## src/rtl/lsu_stage.sv

```systemverilog
// lsu_stage: load/store stage issuing aligned word-bus transfers with byte enables and load extension
module lsu_stage #(
    parameter int WORD_LEN = 32
) (
    input  logic                clk,
    input  logic                rst,
    input  logic                in_valid,
    output logic                in_ready,
    input  logic [WORD_LEN-1:0] in_ALUOut,
    input  logic [WORD_LEN-1:0] in_storeData,
    input  logic                in_memRead,
    input  logic                in_memWrite,
    input  logic [2:0]          in_funct3,
    input  logic                in_regWrite,
    input  logic [4:0]          in_rd,
    output logic                mem_req,
    output logic                mem_we,
    output logic [WORD_LEN-1:0] mem_addr,
    output logic [3:0]          mem_be,
    output logic [WORD_LEN-1:0] mem_wdata,
    input  logic                mem_ack,
    input  logic [WORD_LEN-1:0] mem_rdata,
    output logic                out_valid,
    output logic [WORD_LEN-1:0] out_data,
    output logic [4:0]          out_rd,
    output logic                out_regWrite,
    output logic                out_fault
);
    typedef enum logic {IDLE, BUS} state_t;

    state_t              state_q, state_d;
    logic                mem_req_q, mem_req_d, mem_we_q, mem_we_d;
    logic [WORD_LEN-1:0] mem_addr_q, mem_addr_d, mem_wdata_q, mem_wdata_d;
    logic [3:0]          mem_be_q, mem_be_d;
    logic [4:0]          rd_q, rd_d, out_rd_q, out_rd_d;
    logic [2:0]          f3_q, f3_d;
    logic [1:0]          lo_q, lo_d;
    logic                rw_q, rw_d;
    logic                out_valid_q, out_valid_d, out_rw_q, out_rw_d, out_fault_q, out_fault_d;
    logic [WORD_LEN-1:0] out_data_q, out_data_d;

    logic                is_mem, fault;
    logic [1:0]          sz, a_lo;
    logic [3:0]          be;
    logic [WORD_LEN-1:0] wdata, ld;
    logic [7:0]          lb;
    logic [15:0]         lh;

    // access decode, fault detection and load-lane extraction
    always_comb begin
        a_lo   = in_ALUOut[1:0];
        sz     = in_funct3[1:0];
        is_mem = in_memRead | in_memWrite;
        fault  = (in_memRead & in_memWrite)
               | (in_memRead & (in_funct3 == 3'b011 || in_funct3 == 3'b110 || in_funct3 == 3'b111))
               | (in_memWrite & (in_funct3 > 3'b010))
               | (is_mem & sz == 2'b01 & a_lo[0])
               | (is_mem & sz == 2'b10 & a_lo != 2'b00);
        be     = sz == 2'b00 ? 4'b0001 << a_lo : sz == 2'b01 ? (a_lo[1] ? 4'b1100 : 4'b0011) : 4'b1111;
        wdata  = !in_memWrite ? '0 : sz == 2'b00 ? {4{in_storeData[7:0]}} :
                 sz == 2'b01 ? {2{in_storeData[15:0]}} : in_storeData;
        lb     = mem_rdata[{lo_q, 3'b000} +: 8];
        lh     = lo_q[1] ? mem_rdata[31:16] : mem_rdata[15:0];
        ld     = f3_q[1] ? mem_rdata : f3_q[0] ? {{16{~f3_q[2] & lh[15]}}, lh} : {{24{~f3_q[2] & lb[7]}}, lb};
    end

    // next-state: accept in IDLE, hold the bus request in BUS until acknowledged
    always_comb begin
        state_d     = state_q;
        mem_req_d   = mem_req_q;
        mem_we_d    = mem_we_q;
        mem_addr_d  = mem_addr_q;
        mem_be_d    = mem_be_q;
        mem_wdata_d = mem_wdata_q;
        rd_d        = rd_q;
        f3_d        = f3_q;
        lo_d        = lo_q;
        rw_d        = rw_q;
        out_valid_d = 1'b0;
        out_rw_d    = 1'b0;
        out_data_d  = out_data_q;
        out_rd_d    = out_rd_q;
        out_fault_d = out_fault_q;
        if (state_q == IDLE) begin
            if (in_valid && (fault || !is_mem)) begin
                out_valid_d = 1'b1;
                out_fault_d = fault;
                out_rw_d    = fault ? 1'b0 : in_regWrite;
                out_data_d  = in_ALUOut;
                out_rd_d    = in_rd;
            end else if (in_valid) begin
                state_d     = BUS;
                mem_req_d   = 1'b1;
                mem_we_d    = in_memWrite;
                mem_addr_d  = {in_ALUOut[WORD_LEN-1:2], 2'b00};
                mem_be_d    = be;
                mem_wdata_d = wdata;
                rd_d        = in_rd;
                f3_d        = in_funct3;
                lo_d        = a_lo;
                rw_d        = in_regWrite;
            end
        end else if (mem_req_q && mem_ack) begin
            state_d     = IDLE;
            mem_req_d   = 1'b0;
            out_valid_d = 1'b1;
            out_fault_d = 1'b0;
            out_rd_d    = rd_q;
            out_rw_d    = mem_we_q ? 1'b0 : rw_q;
            out_data_d  = mem_we_q ? '0 : ld;
        end
    end

    // state registers; reset discards any outstanding transfer immediately
    always_ff @(posedge clk or posedge rst) begin
        if (rst) begin
            state_q     <= IDLE;
            mem_req_q   <= 1'b0;
            mem_we_q    <= 1'b0;
            mem_addr_q  <= '0;
            mem_be_q    <= '0;
            mem_wdata_q <= '0;
            rd_q        <= '0;
            f3_q        <= '0;
            lo_q        <= '0;
            rw_q        <= 1'b0;
            out_valid_q <= 1'b0;
            out_rw_q    <= 1'b0;
            out_data_q  <= '0;
            out_rd_q    <= '0;
            out_fault_q <= 1'b0;
        end else begin
            state_q     <= state_d;
            mem_req_q   <= mem_req_d;
            mem_we_q    <= mem_we_d;
            mem_addr_q  <= mem_addr_d;
            mem_be_q    <= mem_be_d;
            mem_wdata_q <= mem_wdata_d;
            rd_q        <= rd_d;
            f3_q        <= f3_d;
            lo_q        <= lo_d;
            rw_q        <= rw_d;
            out_valid_q <= out_valid_d;
            out_rw_q    <= out_rw_d;
            out_data_q  <= out_data_d;
            out_rd_q    <= out_rd_d;
            out_fault_q <= out_fault_d;
        end
    end

    assign in_ready     = state_q == IDLE;
    assign mem_req      = mem_req_q;
    assign mem_we       = mem_we_q;
    assign mem_addr     = mem_addr_q;
    assign mem_be       = mem_be_q;
    assign mem_wdata    = mem_wdata_q;
    assign out_valid    = out_valid_q;
    assign out_data     = out_data_q;
    assign out_rd       = out_rd_q;
    assign out_regWrite = out_rw_q;
    assign out_fault    = out_fault_q;
endmodule

```

## config.mk

```make
export PLATFORM = sky130hd
export DESIGN_NAME = lsu_stage
export DESIGN_NICKNAME = d
export VERILOG_FILES = /design/src/rtl/lsu_stage.sv
export SDC_FILE = /design/constraint.sdc
export NUM_CORES = 1
export LEC_CHECK = 0
export ABC_AREA = 1
export BUFFER_PORTS_ARGS = -buffer_cell sky130_fd_sc_hd__buf_2
export CORE_MARGIN = 2
export CORE_UTILIZATION = 50
export DETAILED_ROUTE_END_ITERATION = 8
export PLACE_DENSITY = 0.84
export SYNTH_ARGS = -nofsm -noshare
export SYNTH_HDL_FRONTEND = slang
export SYNTH_SLANG_ARGS = --single-unit
```

## constraint.sdc

```tcl
create_clock -name clk -period 4.07 [get_ports clk]
set_input_delay 0.2035 -clock clk [delete_from_list [all_inputs] [get_ports clk]]
set_output_delay 0.2035 -clock clk [all_outputs]
set_load 0.03 [all_outputs]
```

==> flow_summary_export.csv <==
group,metric,value,unit
synthesis,mappedNetlistArea,6310,um^2
synthesis,synth_seq_area_share,47.6,%
clock_network,postCtsResizedCells,0,
critical_path,r2r_slack,1.54,ns
critical_path,critPathMaxFanout,125,
cells_and_area,final_area,7970,um^2
hold_path,hold_path.class,"primary input to flop",
route,vias,6546,
timing,clock_skew,0.00601,ns
cells_and_area,synthToLayoutAreaGrowth,26.2,%
die,pin_count,222,
clock_network,clkSinkCount,120,
route,drt-pass1-iter-count,5,
critical_path,crit_slowest_cell,"nand2_4",
power,intPower,3.64,mW
global_routing,grt_start_max_net_pins,126,
run_status,status,"complete, no violations",
timing,worst_slew_pin_slew,1.13,ns
cells_and_area,multi_input_area,2860,um^2
synthesis,synth-seq-cells,120,
power,peakVddDrop,497,uV
power,power.density,867,nW/um^2
synthesis,syn_avg_cell_area,7.25,um^2
die,start_util,50.7,%
clock_network,clock-root-buffer,"clkbuf_16",
power,p_seq_share,30.5,%
cells_and_area,drive_above_1_share,25.8,%
power,switching_share,47.3,%
critical_path,worstPathCellList,"buf_2, nor2_4, nand2_1, nand2_1, inv_2, nand4_2, inv_2, nand2_4, o21ai_0",
clock_network,cts_tree,"done",
timing,finalWorstSetupSlack,1.48,ns
synthesis,synthCells,871,
timing,setup_viol,0,
critical_path,r2r_cells,7,
placement,port_buffers,219,
power,p_sw,3.27,mW
cells_and_area,seq_area,3000,um^2
route,drtAntennaViolNets,0,
die,die_area,13500,um^2
global_routing,antenna_found_initial,1,
timing,max_freq,386,MHz
cells_and_area,final_common_cell,"nand2_1",
critical_path,end_kind,"flop",
hold_path,min-delay-start,"in_ALUOut[26]",
critical_path,r2r-start,"state_q",
placement,place_area,7350,um^2
global_routing,gr-usage-all-layers,28.1,%
synthesis,ys_types,32,
global_routing,grt_pass1_wl,29600,um
flow_run,cap_violations,0,
hold_path,worstHoldEndpoint,"mem_addr[26]",
placement,dpl.hpwl,13300,um
clock_network,numCtsBuffers,17,
critical_path,cp_slowest_stage_delay,0.78,ns
critical_path,critPathKind,"primary input to flop",
clock_network,clk_latency,0.41,ns
critical_path,start_kind,"primary input",
cells_and_area,nets,1171,
clock_network,path_clk_slew,0.06,ns
global_routing,grt_overflow_total,0,
critical_path,crit_arrival,2.88,ns
global_routing,grt_pass1_vias,5935,
die,core,12500,um^2
route,drc,0,
die,die_h,116,um
clock_network,cts_htree_levels,4,
power,pwr-share-comb,47.5,%
power,p_clk_share,22.0,%
timing,period_share,63.7,%
critical_path,startpoint,"in_funct3[1]",
clock_network,post_cts_buffers,0,
critical_path,crit_required,4.36,ns
placement,place_congestion,0.965,
clock_network,clock_path_buffers,2,
cells_and_area,fillers,1153,
placement,post-place-ws,1.11,ns
timing,rsz0062_at_grt,"no",
cells_and_area,final_cell_mix,"nand2_1 (401), buf_2 (219), dfrtp_1 (120), nand3_1 (105), nor2_1 (51)",
timing,slew_violations,0,
timing,relSlewSlack,24.9,%
hold_path,holdPathStages,3,
die,die_width,116,um
route,drt_iter0_drc,682,
route,drt_wl_total,19000,um
timing,layout_min_cycle_time,2.59,ns
synthesis,yosysWarnings,0,
timing,setup-tns-final,0,ns
timing,finalHoldViolCount,0,
route,via_per_inst,5.25,
die,rows,41,
power,p_leak,4.57,nW
clock_network,hold_buffers,1,
timing,timing.hold.ws,0.0436,ns
route,wl_per_cell,15.2,um
critical_path,r2r-end,"out_data[1]",
==> worst max-delay path, delay by kind of cell <==
family / cells / cell delay [ns]
simple gates: 5 / 1.17
buf+inv: 3 / 0.99
compound gates: 1 / 0.47
==> sequential cells by signal, indices dropped and copies added (netlist names) <==
| register | count |
|---|---|
| rw_q | 1 |
| out_valid | 1 |
| mem_addr | 30 |
| mem_req | 1 |
| mem_we | 1 |
| rd_q | 5 |
| f3_q | 3 |
| out_regWrite | 1 |
| mem_wdata | 32 |
| lo_q | 2 |
| out_rd | 5 |
| state_q | 1 |
| mem_be | 4 |
| out_fault | 1 |
| out_data | 32 |
==> area by class of cell <==
cell class	instances	share of cell area (%)
diodes	2	0.0628
well taps	172	2.70
flip-flops and latches	120	37.7
repair buffers	228	14.6
clock inverters	15	2.21
multi-input cells	663	35.9
clock buffers	17	5.34
inverters	30	1.44
==> power by group through the flow <==
stage          Sequential [mW]  Combinational [mW]  Clock (mW)
6_report                  2.10                3.28        1.52
5_1_grt                   2.17                3.61        1.59
4_1_cts                   2.10                3.27        1.54
3_5_place_dp              2.10                3.26           0
3_3_place_gp              2.11                3.19           0
2_1_floorplan             2.98                1.49           0
==> worst max-delay path by stage <==
| stage | endpoint | slack (ns) |
|---|---|---|
| 2_1_floorplan | f3_q[0] | 0.68 |
| 3_3_place_gp | mem_wdata[14] | 1.27 |
| 3_5_place_dp | mem_wdata[16] | 1.11 |
| 4_1_cts | mem_wdata[16] | 1.51 |
| 5_1_grt | mem_wdata[31] | 1.17 |
| 6_report | mem_wdata[16] | 1.48 |
==> Yosys cell counts (all sizes together) <==
cell type	instances	share of area [%]
o21bai	8	0.95
nand3	107	8.6
dfrtp	120	48
nor2	54	3.4
o21ai	49	3.9
nand4	10	1.1
nand2	404	24
clkbuf	29	1.7
a31oi	1	0.099
a21oi	10	0.79
conb	1	0.059
inv	29	1.7
buf	30	3.7
or2	1	0.099
o22ai	7	0.69
o21a	1	0.12
clkinv	1	0.059
o31a	1	0.14
o211ai	8	0.95
==> metrics by stage <==
step	utilization (%)	power (mW)	std cells
floorplan	-	4.47	872
global placement	59.0	5.30	1212
detailed placement	59.0	5.37	1212
CTS	63.9	6.91	1245
global route	63.9	7.37	1245
finish	63.9	6.91	1247
==> per-layer routing <==
metal	GRT usage, %	vias up	share of wire [%]
met5	0	-	0.084
met4	11.0	2	2.8
met3	5.29	47	7.4
met2	42.6	300	45
met1	40.1	3025	44
li1	-	3172	-
==> cells by family after synthesis <==
family          synth area share, %
compound gates                 7.69
buf+inv                        7.25
flops                          47.6
other cells                  0.0594
simple gates                   37.4
Power figures use the tool's default switching activity.
